==> config.mk <==
export PLATFORM = sky130hd
export DESIGN_NAME = peak_hold_multi
export DESIGN_NICKNAME = d
export VERILOG_FILES = /design/src/rtl/peak_hold_multi.sv
export SDC_FILE = /design/constraint.sdc
export NUM_CORES = 1
export LEC_CHECK = 0
export ABC_AREA = 1
export CAP_MARGIN = 20
export CORE_ASPECT_RATIO = 0.5
export CORE_UTILIZATION = 45
export CTS_BUF_LIST = sky130_fd_sc_hd__clkbuf_4 sky130_fd_sc_hd__clkbuf_8
export CTS_CLUSTER_DIAMETER = 60
export DETAILED_ROUTE_END_ITERATION = 12
export GPL_ROUTABILITY_DRIVEN = 1
export PLACE_DENSITY = 0.69
export RECOVER_POWER = 25
export SKIP_LAST_GASP = 1
export SLEW_MARGIN = 0
export SYNTH_ARGS = -nofsm -noshare
export SYNTH_HDL_FRONTEND = slang
export SYNTH_SLANG_ARGS = --single-unit
export TNS_END_PERCENT = 20
==> constraint.sdc <==
create_clock -name clk -period 4.15 [get_ports clk]
set_input_delay 1.0375 -clock clk [delete_from_list [all_inputs] [get_ports clk]]
set_output_delay 1.0375 -clock clk [all_outputs]
set_load 0.03 [all_outputs]
==> src/rtl/peak_hold_multi.sv <==
// Multi-channel windowed peak detector (abs-peak or signed-max per window).
// Optional peak index output: define PEAK_HOLD_INDEX_EN to add max_idx.
module peak_hold_multi #(
  parameter int DATA_WIDTH = 16,
  parameter int NUM_CH = 4,
  parameter int WIN_LEN = 150000,
  localparam int CNT_W = $clog2(WIN_LEN)
) (
  input  logic                         clk,
  input  logic                         rst,
  input  logic                         nd,
  input  logic [NUM_CH*DATA_WIDTH-1:0] data_in,
  input  logic                         mode,
  input  logic                         clr,
  output logic [NUM_CH*DATA_WIDTH-1:0] max_out,
  output logic [NUM_CH-1:0]            sat_flag,
`ifdef PEAK_HOLD_INDEX_EN
  output logic [NUM_CH*CNT_W-1:0]      max_idx,
`endif
  output logic                         max_valid
);

  localparam int W = DATA_WIDTH;
  localparam logic [W-1:0] MOST_NEG = {1'b1, {(W-1){1'b0}}};
  localparam logic [W-1:0] MOST_POS = {1'b0, {(W-1){1'b1}}};

  logic [CNT_W-1:0] cnt;
  logic             term;
  logic             mode_q;
  logic             xf_mode;

  logic                      s1_v;
  logic [NUM_CH-1:0][W-1:0]  s1_d;
  logic                      s2_v;
  logic [NUM_CH-1:0][W-1:0]  s2_val;
  logic [NUM_CH-1:0]         s2_sat;

  logic [NUM_CH-1:0][W-1:0]  xf_val;
  logic [NUM_CH-1:0]         xf_sat;

  logic [NUM_CH-1:0][W-1:0]  run;
  logic [NUM_CH-1:0]         sticky;
  logic [NUM_CH-1:0]         upd;
  logic [NUM_CH-1:0][W-1:0]  cand;
  logic [NUM_CH-1:0]         sat_in;
  logic [NUM_CH-1:0][W-1:0]  max_q;

`ifdef PEAK_HOLD_INDEX_EN
  logic [NUM_CH-1:0][CNT_W-1:0] run_idx;
  logic [NUM_CH-1:0][CNT_W-1:0] idx_q;
  assign max_idx = idx_q;
`endif

  function automatic logic [W-1:0] init_of(input logic m);
    return m ? MOST_NEG : '0;
  endfunction

  assign term    = (cnt == CNT_W'(WIN_LEN - 1));
  // A sample entering S2 on the terminal edge belongs to the next window,
  // so it is transformed with the mode that window will use.
  assign xf_mode = term ? mode : mode_q;
  assign max_out = max_q;

  // Window counter and per-window mode capture
  always_ff @(posedge clk) begin
    if (rst || clr || term) begin
      cnt    <= '0;
      mode_q <= mode;
    end else begin
      cnt    <= cnt + CNT_W'(1);
    end
  end

  // S1: capture qualified samples
  always_ff @(posedge clk) begin
    if (rst) begin
      s1_v <= 1'b0;
      s1_d <= '0;
    end else begin
      s1_v <= nd & ~clr;
      if (nd) s1_d <= data_in;
    end
  end

  // S2 transform: abs with saturation of the most-negative code, or pass
  always_comb begin
    xf_val = s1_d;
    xf_sat = '0;
    for (int c = 0; c < NUM_CH; c++) begin
      if (!xf_mode && s1_d[c][W-1]) begin
        if (s1_d[c] == MOST_NEG) begin
          xf_val[c] = MOST_POS;
          xf_sat[c] = 1'b1;
        end else begin
          xf_val[c] = -s1_d[c];
        end
      end
    end
  end

  // S2 register
  always_ff @(posedge clk) begin
    if (rst || clr) begin
      s2_v   <= 1'b0;
      s2_val <= '0;
      s2_sat <= '0;
    end else begin
      s2_v   <= s1_v;
      s2_val <= xf_val;
      s2_sat <= xf_sat;
    end
  end

  // S3 compare: strictly greater wins, so ties keep the earlier sample
  always_comb begin
    upd  = '0;
    cand = run;
    for (int c = 0; c < NUM_CH; c++) begin
      if (s2_v) begin
        if (mode_q)
          upd[c] = $signed(s2_val[c]) > $signed(run[c]);
        else
          upd[c] = s2_val[c] > run[c];
      end
      if (upd[c]) cand[c] = s2_val[c];
    end
    sat_in = s2_v ? s2_sat : '0;
  end

  // Running max and sticky saturation, restarted every window
  always_ff @(posedge clk) begin
    if (rst || clr || term) begin
      for (int c = 0; c < NUM_CH; c++) run[c] <= init_of(mode);
      sticky <= '0;
`ifdef PEAK_HOLD_INDEX_EN
      run_idx <= '0;
`endif
    end else begin
      for (int c = 0; c < NUM_CH; c++) begin
        if (upd[c]) begin
          run[c] <= s2_val[c];
`ifdef PEAK_HOLD_INDEX_EN
          run_idx[c] <= cnt;
`endif
        end
      end
      sticky <= sticky | sat_in;
    end
  end

  // Publish at the terminal edge, folding in the in-flight sample
  always_ff @(posedge clk) begin
    if (rst) begin
      max_q     <= '0;
      sat_flag  <= '0;
      max_valid <= 1'b0;
`ifdef PEAK_HOLD_INDEX_EN
      idx_q     <= '0;
`endif
    end else begin
      max_valid <= term & ~clr;
      if (term && !clr) begin
        max_q    <= cand;
        sat_flag <= sticky | sat_in;
`ifdef PEAK_HOLD_INDEX_EN
        for (int c = 0; c < NUM_CH; c++)
          idx_q[c] <= upd[c] ? cnt : run_idx[c];
`endif
      end
    end
  end

endmodule
==> metrics.yaml <==
crit_arrival_ps: 3880
ys_warn_count: 0
status: "finished, violations left"
grtUsageTotal: 0.217
core_sq_mm: 0.0321
chipWidth_um: 259
synth_area_leader_cell: "dfxtp_1"
path_class: "reg -> reg"
wl_um: 36900
finClkSkew_ps: 18.8
cts-resized-gates: 0
async_flop_share: 0
post_cts_buffers: 0
crit_fanout: 20
min_path_type: "reg -> reg"
drv_cap: 2
fp-row-count: 46
syn2layout_area_growth_pct: 17.4
cts_buffer_depth: 3
ios: 138
via_count: 13100
worst_slew_pin_slew_ps: 1750
gr-total-overflow: 0
diodes: 0
violations: "capacitance limit, slew limit"
dpl.hpwl_um: 26200
synthCells: 1992
min_period_over_period: 0.843
cellPowerDensity_mw_per_mm2: 363
start_kind: "register"
die_h_um: 131
p_leak_nw: 7.21
cts_sinks: 290
clock_latency_ps: 570
timing.fmax_mhz: 286
nets: 2246
cts_made_buffers: 44
drt-initial-drc-count: 826
slew_headroom: -0.169
required_ps: 4540
gp_congestion: 0.945
worstSetupEndpointType: "register"
dr.pass1.iters: 5
grt_max_degree: 64
cts_hold_buffers: 0
hold_violations: 0
syn-mean-instance-area_sq_um: 7.47
ir_drop_mv: 0.158
root_buffer: "clkbuf_8"
synth_edf_count: 1
syn-num-nets: 2130
ys_seq_area_frac: 0.391
synthTopCellsByArea: "dfxtp_1 (39%), nand2_1 (11%), inv_1 (6.3%)"
total_power_mw: 6.35
synthFlopType: "dfxtp_1"
grt_pass1_wl_um: 59900
drive_above_1_share: 0.110
antenna_found_initial: 1
fin_crit_ps: 3500
rsz0062_at_grt: "false"
cts_tree: "built"
ant_nets: 0
start_util: 0.463
ctsHtreeMaxLevel: 2
die_area_sq_mm: 0.0338
fin_tns_setup_ps: 0
drc: 0
wire_per_inst_um: 14.3
synth.distinct_cells: 41
synth_seq_cells: 290
path_clk_slew_ps: 70
io_buffers: 137
setup_viol: 0
synth_top_area_frac: 0.389
drv_slew: 35
syn_area_sq_mm: 0.0149
grt_pass1_vias: 11900
avgViaCountPerCell: 5.08
-- sequential cells by signal, summed over array words and instances (netlist names) --
register   count
sticky         4
s2_sat         4
s2_val        64
sat_flag       4
s2_v           1
s1_v           1
s1_d          64
max_out       64
run           64
mode_q         1
max_valid      1
cnt           18
-- through the flow --
step / area [sq um] / worst slack (ps) / hold WS [ps] / utilization / cells
floorplan: 14900 / 1930 / 394 / - / 1992
global placement: 16500 / 1080 / 394 / 0.514 / 2494
detailed placement: 16500 / 1080 / 408 / 0.514 / 2494
CTS: 17500 / 1120 / 417 / 0.545 / 2573
global route: 17500 / 455 / 433 / 0.544 / 2573
finish: 17500 / 654 / 413 / 0.544 / 2573
-- Yosys cell counts (5+ instances only) --
| cell type | n |
|---|---|
| a211oi_1 | 54 |
| a21oi_1 | 113 |
| a21oi_2 | 50 |
| buf_12 | 5 |
| buf_2 | 22 |
| buf_6 | 7 |
| clkbuf_1 | 56 |
| dfxtp_1 | 289 |
| ha_1 | 69 |
| inv_1 | 250 |
| inv_2 | 5 |
| nand2_1 | 425 |
| nand3_1 | 172 |
| nand3_2 | 50 |
| nand4_1 | 84 |
| nor2_1 | 165 |
| nor3_1 | 26 |
| nor4_1 | 6 |
| o21a_1 | 62 |
| o21ai_0 | 23 |
| or2_2 | 16 |
| xor2_1 | 8 |
-- cell type report --
cell class	count	area [sq um]
fill	3104	14600
multi-input combinational	1350	7550
sequential	290	5820
timing repair buffer	165	1600
inverter	257	967
clock buffer	73	911
tap	432	541
clock inverter	6	80.1
-- placed cells by master, fill, tap and decap left out, types with 3 or more instances in the layout --
cell,count
buf_4,21
o21a_1,62
clkbuf_4,15
o21ai_0,24
a21oi_1,113
a21o_1,4
clkinv_2,4
nand2_1,427
dfxtp_1,289
nand3_1,172
buf_12,3
nand3b_1,3
nand4_1,84
or2_2,16
nor2_1,165
nor4_1,6
a211oi_1,54
a21oi_2,50
inv_2,5
clkbuf_8,58
inv_1,250
ha_1,69
xor2_1,8
o211a_1,4
clkdlybuf4s50_1,133
nor3_1,26
nand3_2,50
dlygate4sd3_1,3
clkbuf_1,3
-- where the power goes --
part | internal, mW | leakage [nW] | total (mW) | switching [mW]
registers | 2.86 | 2.36 | 2.93 | 0.0725
clock network | 1.51 | 0.530 | 2.63 | 1.12
logic | 0.283 | 4.32 | 0.791 | 0.508
total | 4.65 | 7.21 | 6.35 | 1.70
-- worst max-delay path, cell delays in order (launching register included) --
cell        delay (ps)
dfxtp_1            390
ha_1               180
nand2_1            100
clkinvlp_2         160
nand3_4            130
nor4_4             190
nand2_1            170
o21ai_0            930
buf_4              440
nand2_1            350
nand2_1            160
a21oi_1             90
-- per-layer routing --
layer / vias up / part of all wire / track usage
li1: 6833 / - / -
met1: 5911 / 0.49 / 0.300
met2: 272 / 0.44 / 0.347
met3: 53 / 0.051 / 0.0394
met4: 0 / 0.019 / 0.0644
met5: - / 0 / 0
-- kinds of logic (layout without fill, tap and decap cells) --
kind of cell,count (synthesis),in the layout,share of synthesized area
buffers and inverters,352,501,0.101
XOR/XNOR,10,10,0.00589
flip-flops,290,290,0.391
adder cells (fa/ha/maj),69,69,0.0580
AND/OR/NAND/NOR,958,958,0.304
AO/OA/AOI/OAI,313,313,0.140
-- worst paths after layout --
check | start | to | depth (start not counted) | slack (ps)
min | s1_v$_SDFF_PP0_ | s2_v$_SDFF_PP0_ | 2 | 410
max reg2reg | cnt[0]$_SDFF_PP0_ | s2_val[13]$_SDFF_PP0_ | 11 | 650
max | cnt[0]$_SDFF_PP0_ | s2_val[13]$_SDFF_PP0_ | 11 | 650
min reg2reg | s1_v$_SDFF_PP0_ | s2_v$_SDFF_PP0_ | 2 | 410
Power figures use the tool's default switching activity.
